**config.mk**
```make
export PLATFORM = sky130hd
export DESIGN_NAME = regfile_read_port
export DESIGN_NICKNAME = d
export VERILOG_FILES = /design/src/rtl/regfile_read_port.sv
export SDC_FILE = /design/constraint.sdc
export NUM_CORES = 1
export LEC_CHECK = 0
export CORE_MARGIN = 5
export CORE_UTILIZATION = 55
export CTS_BUF_LIST = sky130_fd_sc_hd__clkbuf_4 sky130_fd_sc_hd__clkbuf_8 sky130_fd_sc_hd__clkbuf_16
export DETAILED_ROUTE_END_ITERATION = 8
export PLACE_DENSITY_LB_ADDON = 0.05
export SLEW_MARGIN = 20
export SYNTH_ARGS = -nofsm -noshare
export SYNTH_HDL_FRONTEND = slang
export SYNTH_SLANG_ARGS = --single-unit
export TNS_END_PERCENT = 30
```
**constraint.sdc**
```tcl
create_clock -name clk -period 6.52 [get_ports clk]
set_input_delay 0.652 -clock clk [delete_from_list [all_inputs] [get_ports clk]]
set_output_delay 0.652 -clock clk [all_outputs]
set_load 0.02 [all_outputs]
```
**src/rtl/regfile_read_port.sv**
```systemverilog
// 8x16 register file with one write port, two registered read ports and a busy scoreboard.
// Optional write-through forwarding to the read ports when RFRD_BYPASS_EN is defined.
module regfile_read_port #(
   parameter int DATA_W = 16,
   parameter int ADDR_W = 3
) (
   input  logic                 clk,
   input  logic                 reset,
   input  logic                 write,
   input  logic [ADDR_W-1:0]    wr_addr,
   input  logic [DATA_W-1:0]    wr_data,
   input  logic                 rsv_en,
   input  logic [ADDR_W-1:0]    rsv_addr,
   input  logic                 stall,
   input  logic [ADDR_W-1:0]    rd_addr_a,
   input  logic [ADDR_W-1:0]    rd_addr_b,
   output logic [DATA_W-1:0]    rd_data_a,
   output logic [DATA_W-1:0]    rd_data_b,
   output logic                 rd_rdy_a,
   output logic                 rd_rdy_b,
   output logic [2**ADDR_W-1:0] busy_vec
);

   localparam int NREG = 2**ADDR_W;

   logic [DATA_W-1:0] regs_reg [NREG];
   logic              busy_reg [NREG];

   logic [DATA_W-1:0] data_a_next, data_b_next;
   logic              rdy_a_next, rdy_b_next;
   logic [DATA_W-1:0] data_a_reg, data_b_reg;
   logic              rdy_a_reg, rdy_b_reg;

   genvar gi;
   generate
      for (gi = 0; gi < NREG; gi++) begin : g_entry
         always_ff @(posedge clk or posedge reset) begin
            if (reset) begin
               regs_reg[gi] <= '0;
            end else if (!write && wr_addr == ADDR_W'(gi)) begin
               regs_reg[gi] <= wr_data;
            end
         end

         // Reserve is checked first so it wins over a same-cycle clear.
         always_ff @(posedge clk or posedge reset) begin
            if (reset) begin
               busy_reg[gi] <= 1'b0;
            end else if (rsv_en && rsv_addr == ADDR_W'(gi)) begin
               busy_reg[gi] <= 1'b1;
            end else if (!write && wr_addr == ADDR_W'(gi)) begin
               busy_reg[gi] <= 1'b0;
            end
         end

         assign busy_vec[gi] = busy_reg[gi];
      end
   endgenerate

   // Operands come from pre-edge state; a same-cycle reservation never affects them.
   always_comb begin
      data_a_next = regs_reg[rd_addr_a];
      rdy_a_next  = !busy_reg[rd_addr_a];
      data_b_next = regs_reg[rd_addr_b];
      rdy_b_next  = !busy_reg[rd_addr_b];
`ifdef RFRD_BYPASS_EN
      if (!write && wr_addr == rd_addr_a) begin
         data_a_next = wr_data;
         rdy_a_next  = 1'b1;
      end
      if (!write && wr_addr == rd_addr_b) begin
         data_b_next = wr_data;
         rdy_b_next  = 1'b1;
      end
`endif
   end

   always_ff @(posedge clk or posedge reset) begin
      if (reset) begin
         data_a_reg <= '0;
         data_b_reg <= '0;
         rdy_a_reg  <= 1'b0;
         rdy_b_reg  <= 1'b0;
      end else if (!stall) begin
         data_a_reg <= data_a_next;
         data_b_reg <= data_b_next;
         rdy_a_reg  <= rdy_a_next;
         rdy_b_reg  <= rdy_b_next;
      end
   end

   assign rd_data_a = data_a_reg;
   assign rd_data_b = data_b_reg;
   assign rd_rdy_a  = rdy_a_reg;
   assign rd_rdy_b  = rdy_b_reg;

endmodule

```
## Word level (Yosys, flattened, before mapping)

Index checks and enable logic that the tools add are counted.

- Register bits after elaboration: 170
- Input port bits: 33

- Magnitude comparators: 2
- Eq/ne operators: 14
- Muxes and demuxes: 28
- Bitwise operators: 2
- Reductions and logical operators: 29

Operators by type and width:

| operator | number |
|---|---|
| $bmux W16 S3 | 2 |
| $mux W16 | 4 |
| $eq A3 B3 Y1 const B | 8 |
| $mux W1 | 20 |
| $logic_and A1 B1 Y1 | 16 |
| $reduce_bool A2 Y1 | 8 |
| $eq A3 B2 Y1 const B | 4 |
| $ge A4 B4 Y1 const B | 2 |
| $not A3 Y4 | 2 |
| $bmux W1 S3 | 2 |
| $eq A3 B1 Y1 const B | 2 |
| $logic_not A3 Y1 | 2 |
| $logic_not A1 Y1 | 3 |

## Longest topological paths before layout

- Word-level depth: 5
- Gate-level depth with buffers: 6

## Least setup slack after synthesis

OpenSTA, ideal clock, no wires.

- Kind: input to register
- Start: in write
- End: reg regs_reg[112] in the netlist's numbering
- Library setup time: 0.125 ns
- Data arrival time: 1.781 ns
- Slack: 4.614 ns
- Cell stages on the path: 4
- Path buffers: 2
- Path through: buf_6 -> nor4_4 -> buf_8 -> mux2_4

- Cells in the longest elaborated chain, start to end: 2

Ends and longest elaborated chain:

| what | RTL line | text |
|---|---|---|
| from (decl) | 9 | `input logic write,` |
| $logic_not A1 Y1 | 40 | `end else if (!write && wr_addr == ADDR_W'(gi)) begin` |
| $logic_and A1 B1 Y1 | 40 |  |
| to (signal, indexed assignment) | 41 | `regs_reg[gi] <= wr_data;` |
| to (decl) | 26 | `logic [DATA_W-1:0] regs_reg [NREG];` |

Every way passes these cells.
A chain may end at the register's enable or synchronous reset.

## Worst setup path in the final report

- Start: in wr_addr[2]
- End: reg regs_reg[126] in the netlist's numbering

- Cells in the longest elaborated chain, start to end: 2

Ends and longest elaborated chain:

| what | RTL line | text |
|---|---|---|
| from (decl) | 10 | `input logic [ADDR_W-1:0] wr_addr,` |
| $logic_not A3 Y1 | 40 |  |
| $logic_and A1 B1 Y1 | 40 |  |

Every way passes these cells.

==> results.py <==
metrics = {
    "run_status": {
        "status": "finished clean",
    },
    "drt": {
        "drt-initial-drc-count": 363,
        "via_count": 5850,
        "wl_per_cell_um": 23.05,
        "drcViolationCount": 0,
        "viasPerCell": 6.197,
        "ant_nets": 0,
        "routed_wl_um": 21760,
        "dr.pass1.iters": 7,
    },
    "cells_and_area": {
        "synthToLayoutAreaGrowth_pct": 15.94,
        "fillers": 1202,
        "largest_reg_flops": 128,
        "fin_util_pct": 64.17,
        "drive_gt1_share_pct": 34.62,
        "fin_nets": 750,
        "final_area_um2": 10080,
        "n_antenna_cell": 0,
        "final_cell_mix": "187 x mux2_2, 170 x dfrtp_1, 71 x clkdlybuf4s50_1",
        "final_common_cell": "mux2_2",
        "finish.cell_count_without_fillers": 944,
    },
    "place": {
        "gp_congestion": 0.8128,
        "port-buffer-count": 74,
        "dp_hpwl_um": 12940,
        "placed_cells": 913,
        "place_area_um2": 9479,
    },
    "clocking": {
        "cts_buffers": 17,
        "cts_hold_buffers": 0,
        "clock_path_buffers": 2,
        "clock-sinks": 170,
        "insertion_delay_ns": 0.42,
        "post_cts_buffers": 0,
        "root_buffer": "clkbuf_16",
        "clk_pin_slew_ns": 0.06,
        "htree_levels": 4,
        "cts_tree": "yes",
        "cts_resized": 0,
    },
    "global_routing": {
        "grt_pass1_vias": 6320,
        "antenna_found_initial": 0,
        "grt_overflow": 0,
        "grt_usage_pct": 24.70,
        "grt_start_max_net_pins": 95,
        "grt_pass1_wl_um": 34680,
    },
    "power": {
        "power_density_nw_per_um2": 319.2,
        "ir_drop_mv": 0.1998,
        "p_leak_uw": 0.004336,
    },
    "synthesis": {
        "syn_nets": 693,
        "async_reset_ff_share_pct": 100.0,
        "yosysUniqueCellTypes": 30,
        "ys_seq_area_share_pct": 48.91,
        "avgSynthCellArea_um2": 13.18,
        "netlist_area_um2": 8697,
        "synthFlopType": "dfrtp_1",
        "synth_warnings": 0,
        "synth_edf_count": 0,
        "yosys_register_bits": 170,
        "synth_cells": 660,
    },
    "sta": {
        "final_max_slew_viol_count": 0,
        "setup_viol": 0,
        "final-hold-violation-count": 0,
        "finalCriticalPeriod_ns": 2.662,
        "finClkSkew_ns": 0.007264,
        "hold_ws_ns": 0.4808,
        "setup_tns_ns": 0,
        "period_share_pct": 40.83,
        "worst_pin_slew_ns": 1.114,
        "max-slew-margin-rel_pct": 25.75,
        "max_freq_mhz": 375.6,
        "rsz0062_at_grt": "false",
    },
    "floorplan": {
        "fp.dieW_um": 135.8,
        "dieArea_um2": 18430,
        "initial_core_util_pct": 55.35,
        "ios": 75,
        "placementRows": 46,
        "die_h_um": 135.8,
        "core_um2": 15710,
    },
    "critical_path": {
        "required_ns": 6.82,
        "r2r-end": "rd_rdy_a",
        "rr_worst_depth": 3,
        "timing_worst_setup_path_type": "in -> reg",
        "path_max_fanout": 9,
        "startpoint": "wr_addr[2]",
        "r2r-start": "busy_vec[5]",
        "critPathArrivalTime_ns": 2.96,
        "reg2reg_setup_slack_ns": 5.36,
        "crit_path_end_kind": "flip-flop",
        "start_kind": "input pin",
    },
    "hold_path": {
        "hp-class": "reg -> reg",
        "min_delay_path_depth": 2,
        "min-delay-start": "rd_data_b[4]",
        "hold_end": "rd_data_b[4]",
    },
    "run": {
        "maxCapViolations": 0,
    },
}
==> critical path, cell delays in order <==
cell and delay (ns):
clkdlybuf4s50_1 0.67, nor4_4 0.89, buf_4 0.38, mux2_2 0.36
==> report_power, final <==
group | internal, µW | total [µW] | switching, µW | leakage [µW]
logic | 436 | 778 | 342 | 0.00201
registers | 1280 | 1450 | 168 | 0.00204
clock network | 596 | 993 | 397 | 0.000284
total | 2310 | 3220 | 906 | 0.00434
==> per-layer routing <==
layer / vias up / global-route usage [%] / wire (µm)
met3: 44 / 3.975 / 915
met1: 3044 / 32.10 / 9505
met5: - / 0 / 0
met4: 0 / 8.903 / 561
li1: 2584 / - / -
met2: 178 / 42.01 / 10780
==> worst max path at each step <==
stage               slack (ns)       endpoint  cells after the start
floorplan                 1.26    busy_vec[0]                      1
global placement          3.46  regs_reg[120]                      4
detailed placement        3.44  regs_reg[120]                      4
CTS                       3.89  regs_reg[126]                      4
global route              3.83  regs_reg[126]                      4
finish                    3.86  regs_reg[126]                      4
==> synthesized netlist by cell type, types with 3 or more instances <==
library cell	number	area share [%]
a22o_1	32	3.2
buf_2	13	0.75
buf_4	7	0.60
buf_6	10	1.3
clkbuf_1	13	0.56
dfrtp_1	170	49
inv_1	8	0.35
mux2_2	187	24
mux2_4	9	1.6
mux2i_1	68	7.8
nand2_1	38	1.6
nand2b_1	5	0.36
nand2b_4	3	0.47
nor2_1	4	0.17
nor3_4	4	0.75
o21ai_0	3	0.17
o22ai_1	36	2.6
o31ai_1	32	2.8
==> cells by family after synthesis <==
| logic type | after synthesis | share of synthesized area, % |
|---|---|---|
| flops | 170 | 48.91 |
| mux | 264 | 33.59 |
| simple gates | 60 | 4.158 |
| compound gates | 111 | 9.466 |
| buf+inv | 55 | 3.870 |
==> per-stage QoR <==
step           setup WS, ns  total power (µW)
2_1_floorplan         1.265              1969
3_3_place_gp          3.461              2194
3_5_place_dp          3.438              2238
4_1_cts               3.889              3240
5_1_grt               3.829              3370
6_report              3.858              3219
==> final cells by class <==
| cell class | count | area [µm²] | area share, % |
|---|---|---|---|
| Clock buffer | 22 | 481.7 | 4.777 |
| Clock inverter | 8 | 95.09 | 0.9430 |
| Timing Repair Buffer | 85 | 840.8 | 8.339 |
| Multi-Input combinational cell | 435 | 4106 | 40.72 |
| Inverter | 8 | 35.03 | 0.3474 |
| Sequential cell | 170 | 4254 | 42.19 |
| Tap cell | 216 | 270.3 | 2.680 |
Power figures use the tool's default switching activity.
==> edit (same flow settings) <==
Make the reset (`reset`) synchronous in 3 clocked blocks.
--- a/src/rtl/regfile_read_port.sv
+++ b/src/rtl/regfile_read_port.sv
@@ -36,3 +36,3 @@
       for (gi = 0; gi < NREG; gi++) begin : g_entry
-         always_ff @(posedge clk or posedge reset) begin
+         always_ff @(posedge clk) begin
             if (reset) begin
@@ -45,3 +45,3 @@
          // Reserve is checked first so it wins over a same-cycle clear.
-         always_ff @(posedge clk or posedge reset) begin
+         always_ff @(posedge clk) begin
             if (reset) begin
@@ -77,3 +77,3 @@
 
-   always_ff @(posedge clk or posedge reset) begin
+   always_ff @(posedge clk) begin
       if (reset) begin
Behaviour: differs if reset is asserted again (counterexample within 4 cycles, from zero or initial values and one cycle with reset high); with reset held inactive, the same outputs for 4 cycles.
==> edit against the original RTL <==
Worst hold slack gained 0.059 ns; routed wire length grew 10%; cell area shrank 0.97%; sequential cell count is the same; worst setup slack gained 0.065 ns; area after synthesis grew 1.4%.
Power is not compared: it rests on default switching activity, and its combinational part moved more than twofold at a synthesized area within 25%.
==> edit: results (changes against the original RTL) <==
Parameter                              Value

Status
  Outcome ... complete, no violations

STA
  Highest Clock Rate ... 385 MHz (+2.5%)
  Final setup skew ... 0.00806 ns (+0.000792 ns)
  Slew HR ... 21.5% (-4.2 points)
  Hold WS ... 0.539 ns (+0.0586 ns)

Critical path
  Crit path largest cell delay ... 0.86 ns (-0.03 ns)
  Reg2Reg Setup Slack ... 5.16 ns (-0.20 ns)
  Signal arrival time at the worst endpoint ... 2.74 ns (-0.22 ns)
  Worst-path maximum fanout ... 17 (+8)
  Family with the most delay on the worst path ... compound AO/OA/AOI/OAI gates

Yosys
  Avg Synthesized Cell Area ... 11.7 um2 (-11%)
  Distinct cell type count of the synthesized netlist ... 34 (+13%)
  Proportion of synthesized chip area in sequential cells ... 54.0% (+5.1 points)
  Post-synthesis compound-gate area fraction ... 10.2% (+0.72 points)
  Leading cell types by total area after synthesis ... sky130_fd_sc_hd__edfxtp_1, sky130_fd_sc_hd__mux2i_1, sky130_fd_sc_hd__and2_1
  Fraction of synthesis flops using an asynchronous set or reset pin ... 0% (-100 points)

Final layout
  Final-stage net count ... 820 (+9.3%)
  Layout cell share with drive strength beyond 1 ... 7.12% (-27 points)

Route
  Pre-Repair DR Iteration Count ... 5 (-2)
  Drt initial violations ... 671 (+85%)

Placement
  Setup slack after placement ... 3.51 ns (+0.0704 ns)
  Total instance count after detailed placement ... 984 (+7.8%)
  Global placement routability congestion ... 0.786 (-3.3%)
  Total half-perimeter wirelength after legalization and detailed placement ... 14.5 mm (+12%)

Global route
  Aggregate global-route resource usage ... 26.4% (+1.6 points)
  Wire length of the first global-routing pass ... 35.9 mm (+3.4%)
  Pin count of the biggest net entering global routing ... 69 (-27%)
edit: per-layer routing:
| layer | vias up | track usage [%] | wire length, um |
|---|---|---|---|
| li1 | 2773 | - | - |
| met1 | 2979 | 37.5 | 10500 |
| met2 | 236 | 41.0 | 11300 |
| met3 | 39 | 4.56 | 1780 |
| met4 | 0 | 9.24 | 490 |
| met5 | - | 0 | 0 |
edit: logic make-up (layout without fill, tap and decap cells):
group,after synthesis,in the layout
compound gates,120,120
simple gates,233,233
mux,132,132
buf+inv,99,145
flops,170,170
edit: final timing paths:
check | startpoint | to | cells after the start
setup / recovery | wr_addr[2] | busy_reg[4] | 4
hold / removal | rd_rdy_b | rd_rdy_b | 3
setup reg to reg | regs_reg[7][10] | rd_data_b[10] | 3
hold reg to reg | rd_rdy_b | rd_rdy_b | 3
edit: where the power goes:
group	switching [mW]	internal (mW)	total [mW]
Sequential	0.0446	1.25	1.29
Clock	0.416	0.501	0.917
Combinational	0.200	0.140	0.340
Total	0.661	1.89	2.55
edit: per-stage QoR:
stage | power [mW] | util [%]
after floorplan | 1.52 | -
after global placement | 1.64 | 59.8
after detailed placement | 1.65 | 59.8
after CTS | 2.55 | 63.1
after global routing | 2.63 | 63.1
final | 2.55 | 63.1
edit: cell type report:
| type | count | area (um2) |
|---|---|---|
| Clock buffer | 22 | 463 |
| Clock inverter | 10 | 55.1 |
| Fill cell | 1258 | 5840 |
| Timing Repair Buffer | 76 | 743 |
| Sequential cell | 170 | 4760 |
| Inverter | 37 | 139 |
| Tap cell | 216 | 270 |
| Multi-Input combinational cell | 485 | 3550 |
edit: worst min-delay path: stages (launching register included):
cell and delay [ns]:
sky130_fd_sc_hd__dfxtp_1 0.31, sky130_fd_sc_hd__inv_1 0.04, sky130_fd_sc_hd__a21oi_1 0.05, sky130_fd_sc_hd__o31a_1 0.09
